$ cat config.mk
export PLATFORM = sky130hd
export DESIGN_NAME = pipe_hazard_ctrl
export DESIGN_NICKNAME = d
export VERILOG_FILES = /design/src/rtl/pipe_pkg.sv /design/src/rtl/pipe_hazard_detect.sv /design/src/rtl/pipe_hazard_ctrl.sv
export SDC_FILE = /design/constraint.sdc
export NUM_CORES = 1
export LEC_CHECK = 0
export CORE_MARGIN = 1
export CORE_UTILIZATION = 38
export DETAILED_ROUTE_END_ITERATION = 8
export PLACE_DENSITY = 0.74
export SETUP_SLACK_MARGIN = 0.1
export SYNTH_ARGS = -nofsm -noshare
export SYNTH_HDL_FRONTEND = slang
export SYNTH_HIERARCHICAL = 1
export SYNTH_SLANG_ARGS = --single-unit
$ cat constraint.sdc
create_clock -name clk -period 1.8 [get_ports clk]
set_clock_uncertainty 0.1 [all_clocks]
set_input_delay 0.27 -clock clk [delete_from_list [all_inputs] [get_ports clk]]
set_output_delay 0.27 -clock clk [all_outputs]
set_load 0.01 [all_outputs]
$ cat src/rtl/pipe_pkg.sv
// Shared types and constants for the pipeline hazard controller and its helpers.
package pipe_pkg;

    localparam int unsigned REGW = 5;
    localparam logic [REGW-1:0] REG_ZERO = 5'd0;

    typedef enum logic [1:0] {
        RUN      = 2'd0,
        MEM_WAIT = 2'd1,
        ERR      = 2'd2
    } fsm_e;

endpackage

$ cat src/rtl/pipe_hazard_detect.sv
// Combinational hazard terms (load-use, taken branch, memory stall); shareable with a forwarding unit.
module pipe_hazard_detect
    import pipe_pkg::*;
(
    input  logic [REGW-1:0] id_rs,
    input  logic [REGW-1:0] id_rt,
    input  logic            id_uses_rt,
    input  logic            ex_memread,
    input  logic [REGW-1:0] ex_wn,
    input  logic            mem_branch,
    input  logic            mem_zero,
    input  logic            mem_memop,
    input  logic            dmem_ready,
    output logic            loaduse_c,
    output logic            brtaken_c,
    output logic            memstall_c
);

    // $0 is never a real producer, so a load targeting it cannot create a hazard
    assign loaduse_c  = ex_memread && (ex_wn != REG_ZERO) &&
                        ((ex_wn == id_rs) || (id_uses_rt && (ex_wn == id_rt)));
    assign brtaken_c  = mem_branch & mem_zero;
    assign memstall_c = mem_memop & ~dmem_ready;

endmodule

$ cat src/rtl/pipe_hazard_ctrl.sv
// Stall/flush controller for the 5-stage pipeline with data-memory wait tracking.
// Optional PIPE_HAZARD_PERF_EN adds saturating stall/flush performance counters.
module pipe_hazard_ctrl
    import pipe_pkg::*;
#(
    parameter int unsigned MEM_TIMEOUT = 64
`ifdef PIPE_HAZARD_PERF_EN
    , parameter int unsigned CNT_W = 16
`endif
) (
    input  logic            clk,
    input  logic            rst,
    input  logic [REGW-1:0] id_rs,
    input  logic [REGW-1:0] id_rt,
    input  logic            id_uses_rt,
    input  logic            ex_memread,
    input  logic [REGW-1:0] ex_wn,
    input  logic            mem_branch,
    input  logic            mem_zero,
    input  logic            mem_memop,
    input  logic            dmem_ready,
    output logic            pc_en,
    output logic            en_if_id,
    output logic            en_id_ex,
    output logic            en_ex_mem,
    output logic            en_mem_wb,
    output logic            flush_if_id,
    output logic            flush_id_ex,
    output logic            flush_ex_mem,
    output logic            pc_src_branch,
`ifdef PIPE_HAZARD_PERF_EN
    output logic [CNT_W-1:0] stall_cnt,
    output logic [CNT_W-1:0] flush_cnt,
`endif
    output logic            mem_err
);

    localparam int unsigned WCW = 8;

    fsm_e           fsm_q, fsm_d;
    logic [WCW-1:0] wait_cnt_q, wait_cnt_d;
    logic           mem_err_q, mem_err_d;
    logic           loaduse_c, brtaken_c, memstall_c;
    logic           freeze_c, br_svc_c;

    pipe_hazard_detect u_detect (
        .id_rs      (id_rs),
        .id_rt      (id_rt),
        .id_uses_rt (id_uses_rt),
        .ex_memread (ex_memread),
        .ex_wn      (ex_wn),
        .mem_branch (mem_branch),
        .mem_zero   (mem_zero),
        .mem_memop  (mem_memop),
        .dmem_ready (dmem_ready),
        .loaduse_c  (loaduse_c),
        .brtaken_c  (brtaken_c),
        .memstall_c (memstall_c)
    );

    always_ff @(posedge clk or negedge rst) begin
        if (!rst) begin
            fsm_q      <= RUN;
            wait_cnt_q <= '0;
            mem_err_q  <= 1'b0;
        end else begin
            fsm_q      <= fsm_d;
            wait_cnt_q <= wait_cnt_d;
            mem_err_q  <= mem_err_d;
        end
    end

    // ERR freezes the pipe regardless of inputs; otherwise an outstanding access does
    assign freeze_c = (fsm_q == ERR) || memstall_c;
    assign br_svc_c = !freeze_c && brtaken_c;

    always_comb begin
        fsm_d         = fsm_q;
        wait_cnt_d    = wait_cnt_q;
        mem_err_d     = mem_err_q;
        pc_en         = 1'b1;
        en_if_id      = 1'b1;
        en_id_ex      = 1'b1;
        en_ex_mem     = 1'b1;
        en_mem_wb     = 1'b1;
        flush_if_id   = 1'b0;
        flush_id_ex   = 1'b0;
        flush_ex_mem  = 1'b0;
        pc_src_branch = 1'b0;

        unique case (fsm_q)
            RUN: begin
                if (memstall_c) begin
                    fsm_d      = MEM_WAIT;
                    wait_cnt_d = WCW'(1);
                end
            end
            MEM_WAIT: begin
                if (!memstall_c) begin
                    fsm_d      = RUN;
                    wait_cnt_d = '0;
                end else begin
                    wait_cnt_d = wait_cnt_q + WCW'(1);
                    if (wait_cnt_d == WCW'(MEM_TIMEOUT)) begin
                        fsm_d     = ERR;
                        mem_err_d = 1'b1;
                    end
                end
            end
            ERR: mem_err_d = 1'b1;
            default: fsm_d = RUN;
        endcase

        if (freeze_c) begin
            pc_en     = 1'b0;
            en_if_id  = 1'b0;
            en_id_ex  = 1'b0;
            en_ex_mem = 1'b0;
            en_mem_wb = 1'b0;
        end else if (br_svc_c) begin
            // squash the three younger instructions; any load-use among them is moot
            pc_src_branch = 1'b1;
            flush_if_id   = 1'b1;
            flush_id_ex   = 1'b1;
            flush_ex_mem  = 1'b1;
        end else if (loaduse_c) begin
            pc_en       = 1'b0;
            en_if_id    = 1'b0;
            flush_id_ex = 1'b1;
        end
    end

    assign mem_err = mem_err_q;

`ifdef PIPE_HAZARD_PERF_EN
    localparam logic [CNT_W-1:0] CNT_MAX = '1;

    logic [CNT_W-1:0] stall_cnt_q, stall_cnt_d;
    logic [CNT_W-1:0] flush_cnt_q, flush_cnt_d;

    // saturating counters: hold at all-ones instead of wrapping
    always_comb begin
        stall_cnt_d = stall_cnt_q;
        flush_cnt_d = flush_cnt_q;
        if (!pc_en && (stall_cnt_q != CNT_MAX)) stall_cnt_d = stall_cnt_q + CNT_W'(1);
        if (br_svc_c && (flush_cnt_q != CNT_MAX)) flush_cnt_d = flush_cnt_q + CNT_W'(1);
    end

    always_ff @(posedge clk or negedge rst) begin
        if (!rst) begin
            stall_cnt_q <= '0;
            flush_cnt_q <= '0;
        end else begin
            stall_cnt_q <= stall_cnt_d;
            flush_cnt_q <= flush_cnt_d;
        end
    end

    assign stall_cnt = stall_cnt_q;
    assign flush_cnt = flush_cnt_q;
`endif

endmodule

### Word level (Yosys, flattened, before mapping)

Cells that the tools add are included.

| word-level totals | value |
|---|---|
| logic and storage cells | 50 |
| bits in read-only memories | 0 |
| memories | 0 |
| flip-flop bits (word level) | 11 |
| input port bits | 23 |
| bits in latches | 0 |
| memory bits (writable) | 0 |
| output and inout bits | 10 |

| cells by class | value |
|---|---|
| bitwise operators | 4 |
| mux-type cells | 19 |
| multiply operators | 0 |
| magnitude comparators | 0 |
| equality and inequality tests | 9 |
| shifts and indexed selects | 0 |
| divide/modulo/power cells | 0 |
| reductions and logical operators | 14 |
| add/sub/neg operators | 1 |

Operator list:

| cell | count |
|---|---|
| 8-bit two-way mux | 2 |
| 8-bit case mux with 2 select lines | 1 |
| 1-bit two-way mux | 11 |
| 5-bit == test | 2 |
| 8-bit by 1-bit adder with 8-bit output, second input constant | 1 |
| 8-bit by 7-bit == test with 1-bit output, second input constant | 1 |
| 2-bit two-way mux | 3 |
| 2-bit != test, second input constant | 3 |
| 2-bit case mux with 3 select lines | 1 |
| 3-bit AND reduction | 2 |
| 5-bit nonzero test | 1 |
| 1-bit logical AND | 4 |
| 2-bit nonzero test | 2 |
| 3-bit != test, second input constant | 1 |
| 1-bit AND | 2 |
| 2-bit by 1-bit == test with 1-bit output, second input constant | 1 |
| 2-bit == test, second input constant | 1 |
| 2-bit zero test | 1 |
| 1-bit logical OR | 2 |
| 1-bit inverter | 2 |
| 1-bit case mux with 2 select lines | 1 |
| 2-bit AND reduction | 1 |
| 1-bit zero test | 1 |

### Logic depth before layout (Yosys ltp)

| depth | value |
|---|---|
| depth after elaboration | 7 |
| depth in mapped cells | 7 |
| gate-level depth less buffers | 6 |

### Modules after synthesis

Netlist, hierarchy kept.

By module, submodules not included:

| module | times used | cells an instance | area each (µm²) |
|---|---|---|---|
| pipe_hazard_ctrl | 1 | 78 | 694.4 |
| pipe_hazard_detect | 1 | 19 | 145.1 |

### Least setup slack after synthesis

OpenSTA, ideal clock, no wires.

| timing | value |
|---|---|
| path kind | input to output |
| from | input ex_wn[1] |
| to | output pc_en |
| arrival | 1.577 ns |
| slack | -0.147 ns |
| buffers on the path | 1 |
| cell stages on the path | 6 |
| cell sequence | or4_1 -> o21ai_1 -> a21oi_1 -> nor2b_1 -> nor3_1 -> buf_4 |

| between the ends | value |
|---|---|
| cells in the longest elaborated chain, start to end | 7 |

Ends and longest elaborated chain:

| what | line | text |
|---|---|---|
| from (decl) | pipe_hazard_ctrl.sv:17 | `input logic [REGW-1:0] ex_wn,` |
| 5-bit == test | pipe_hazard_detect.sv:21 | `((ex_wn == id_rs) \|\| (id_uses_rt && (ex_wn == id_rt)));` |
| 1-bit logical AND | pipe_hazard_detect.sv:21 |  |
| 1-bit logical OR | pipe_hazard_detect.sv:21 |  |
| 1-bit logical AND * | pipe_hazard_detect.sv:20 | `assign loaduse_c = ex_memread && (ex_wn != REG_ZERO) &&` |
| named net loaduse_c | pipe_hazard_ctrl.sv:43 | `logic loaduse_c, brtaken_c, memstall_c;` |
| 1-bit two-way mux * (3 in series) | -- |  |
| to (decl) | pipe_hazard_ctrl.sv:22 | `output logic pc_en,` |

Mark *: on every way through the listed nets, which the timed path passes. The rest lies on a longest branch.

### Worst setup path in the final report

| timing | value |
|---|---|
| from | input ex_wn[1] |
| to | output pc_en |

| between the ends | value |
|---|---|
| cells in the longest elaborated chain, start to end | 7 |

Ends and longest elaborated chain:

| what | line | text |
|---|---|---|
| 5-bit == test | pipe_hazard_detect.sv:21 |  |
| 1-bit logical AND | pipe_hazard_detect.sv:21 |  |
| 1-bit logical OR | pipe_hazard_detect.sv:21 |  |
| 1-bit logical AND * | pipe_hazard_detect.sv:20 |  |
| named net loaduse_c | pipe_hazard_ctrl.sv:43 |  |
| 1-bit two-way mux * | pipe_hazard_ctrl.sv:126 | `end else if (loaduse_c) begin` |
| 1-bit two-way mux * | pipe_hazard_ctrl.sv:120 | `end else if (br_svc_c) begin` |
| 1-bit two-way mux * | pipe_hazard_ctrl.sv:114 | `if (freeze_c) begin` |

Marked as above.

==> metrics.md <==
| Metric | Value |
|---|---|
| Status | `finished with violations` |
| Failing checks | `setup timing` |
| CTS tree | `done` |
| Clock Power Share | `32.9%` |
| Setup TNS | `-0.1741 ns` |
| CTS Sinks | `11` |
| Die area | `2401 sq um` |
| Routed wire length | `2412 um` |
| Slew HR | `64.95%` |
| Antenna Nets Post-Route | `0` |
| Clock-pin slew on the worst setup and hold paths | `0.08 ns` |
| Proportion of synthesized chip area in sequential cells | `32.79%` |
| Clk buf depth | `2` |
| Fin cells | `178` |
| Syn Std Cell Area | `839.6 sq um` |
| GP Congestion | `0.8174` |
| Static leakage | `0.6276 nW` |
| Synth Area per Inst | `8.655 sq um` |
| Top_reg_cell synth | `dfrtp_1` |
| Final Hold Fails | `0` |
| Top cells by count, synth | `11 x dfrtp_1, 9 x o21ai_0, 8 x nand2_1` |
| FF-to-FF setup slack | `0.01 ns` |
| Met1 usage | `25.10%` |
| Hold_buf cts | `0` |
| Comb pwr share | `20.0%` |
| P_sw | `0.1266 mW` |
| Final setup fails | `3` |
| Worst VDD drop | `0.2642 mV` |
| Core area | `2022 sq um` |
| Initial DRT Pass Iterations | `4` |
| Peak Freq | `530.9 MHz` |
| Share of cells above drive strength 1 | `41.72%` |
| Largest net degree at the start of global routing | `12` |
| Cell with the most instances after synthesis | `dfrtp_1` |
| TritonCTS Buffers | `3` |
| Critical Path Start Type | `primary input` |
| Vias | `911` |
| Ys Warns | `6` |
| Synth top area share | `32.79%` |
| Nets | `176` |
| Detailed Place HPWL | `1864 um` |
| Post-synth EDFFs | `0` |
| HP Class | `primary input to asynchronous set/reset pin` |
| Pint | `0.3974 mW` |
| Top area cells in the synthesized netlist | `dfrtp_1 33%, xor2_1 7.3%, o21ai_0 5.4%, buf_4 5.4%, xnor2_1 4.2%` |
| Vert. Die Dim | `49.01 um` |
| Worst-path maximum fanout | `2` |
| Power density cells | `380.7 nW/um^2` |
| I/O Buffers | `32` |
| Fin crit share | `104.6%` |
| Number of global-route vias before repair | `969` |
| First-pass GRT wire length | `4050 um` |
| Area delta synth->final | `63.93%` |
| Initial DRC count | `10` |
| Required time worst endpoint | `1.43 ns` |
| Max Slew Vio Count | `0` |
| Cells after Synth | `97` |
| Worst EP arrival | `1.51 ns` |
| Antenna cells | `0` |
| Rows | `16` |
| Max_cap viols | `0` |
| GR Util met3 | `2.181%` |
| Top Usage Layer GRT | `met2` |
| Synthesis-stage register bit count | `11` |
| Slew @ Worst Pin | `0.5241 ns` |
| Root Driver | `clkbuf_4` |
| Initial Utilization | `41.52%` |
| DRC | `0` |
| I/O pin count | `33` |
| FFs w/ async S/R, synth | `100.0%` |
| Final setup margin | `-0.08352 ns` |
| Total grt overflow | `0` |
| Post-synthesis cell type count | `35` |
| Sw frac | `24.16%` |
| Placed Cells incl. Taps | `167` |
| Pre-CTS WS | `-0.8740 ns` |
| CP endpoint kind | `output port` |
| Synthesized Nets | `121` |
| Clock latency on the worst-skew pair | `0.27 ns` |
| WL per Instance | `13.55 um` |
| Largest area contributor in the netlist | `dfrtp_1` |
| Crit Path Class | `primary input to output port` |
| Worst reg2reg path depth | `5` |
| Die Wd | `49.01 um` |
| Tot GR Track Use | `21.69%` |
| RSZ-0062 raised after global routing | `true` |
| Htree depth | `1` |
| Vias per std cell | `5.118` |
| Met2 Use GR | `40.51%` |
| Minimum clock period | `1.884 ns` |
| Initial antenna violation count | `0` |
| Reg power frac | `47.1%` |
-- layout by cell type (no fill, tap or decap), types with 4 or more instances in the layout --
master / instances
clkbuf_2: 4
buf_2: 8
xor2_1: 6
nor3_1: 4
buf_6: 6
buf_4: 22
nand2_1: 8
inv_1: 4
nor2_1: 4
clkdlybuf4s50_1: 10
xnor2_1: 4
dfrtp_1: 10
o21ai_0: 9
dlygate4sd2_1: 7
-- critical path, stage by stage --
cell and delay (ns):
buf_6 0.09, buf_6 0.11, xor2_1 0.14, nor4_2 0.28, nand3_1 0.13, a21oi_2 0.17, nor2b_4 0.16, nor3_2 0.04
buf_2 0.13
-- worst paths after layout --
kind | from | to
max reg2reg | wait_cnt_q[1] | fsm_q[0]
max | ex_wn[1] | pc_en
max in group asynchronous | rst | wait_cnt_q[3]
min | rst | wait_cnt_q[4]
min reg2reg | mem_err | mem_err
min in group clk | mem_err | mem_err
-- logic make-up (layout without fill, tap and decap cells) --
group / Yosys count / count (layout) / share of synthesized area, %
flops: 11 / 11 / 32.79
compound gates: 26 / 26 / 19.37
buf+inv: 12 / 66 / 10.88
simple gates: 35 / 35 / 22.80
fa+ha+maj: 1 / 1 / 1.490
xor+xnor: 11 / 11 / 11.48
mux: 1 / 1 / 1.192
-- state kept, by name, indices dropped and copies added (netlist names) --
register	count
fsm_q	2
wait_cnt_q	8
mem_err	1
-- cell type report --
type,instances,area (sq um)
clock buffers,4,26.28
fillers,177,645.6
inverters,4,15.01
multi-input cells,74,555.5
flip-flops and latches,11,276.5
well taps,27,33.78
repair buffers,58,469.2
-- power by group through the flow --
stage / Clock [mW] / Combinational [mW] / Sequential, mW
2_1_floorplan: 0 / 0.0305 / 0.252
3_3_place_gp: 0 / 0.0964 / 0.252
3_5_place_dp: 0 / 0.0984 / 0.252
4_1_cts: 0.171 / 0.101 / 0.247
5_1_grt: 0.182 / 0.114 / 0.247
6_report: 0.172 / 0.105 / 0.247
-- stage by stage --
| stage | hold WS, ns | cell area (sq um) | power (mW) | util (%) |
|---|---|---|---|---|
| floorplan | -0.1256 | 847.1 | 0.2824 | - |
| global placement | 0.3825 | 1267 | 0.3482 | 62.69 |
| detailed placement | 0.3803 | 1267 | 0.3502 | 62.69 |
| CTS | 0.2624 | 1346 | 0.5190 | 66.58 |
| global route | 0.2959 | 1376 | 0.5432 | 68.07 |
| finish | 0.2387 | 1376 | 0.5240 | 68.07 |
-- metal layers --
metal / vias up / wire length [um]
met1: 440 / 1012
met5: - / 0
met4: 0 / 37
met2: 18 / 1312
met3: 4 / 50
li1: 449 / -
-- repair_timing --
item / CTS / global route
gates resized for setup: 76 / 13
pin swaps: 15 / 4
endpoints found under the setup margin: 12 / 12
setup buffers: 6 / 1
endpoints found under the hold margin: 0 / 0
(Power assumes the default switching activity.)
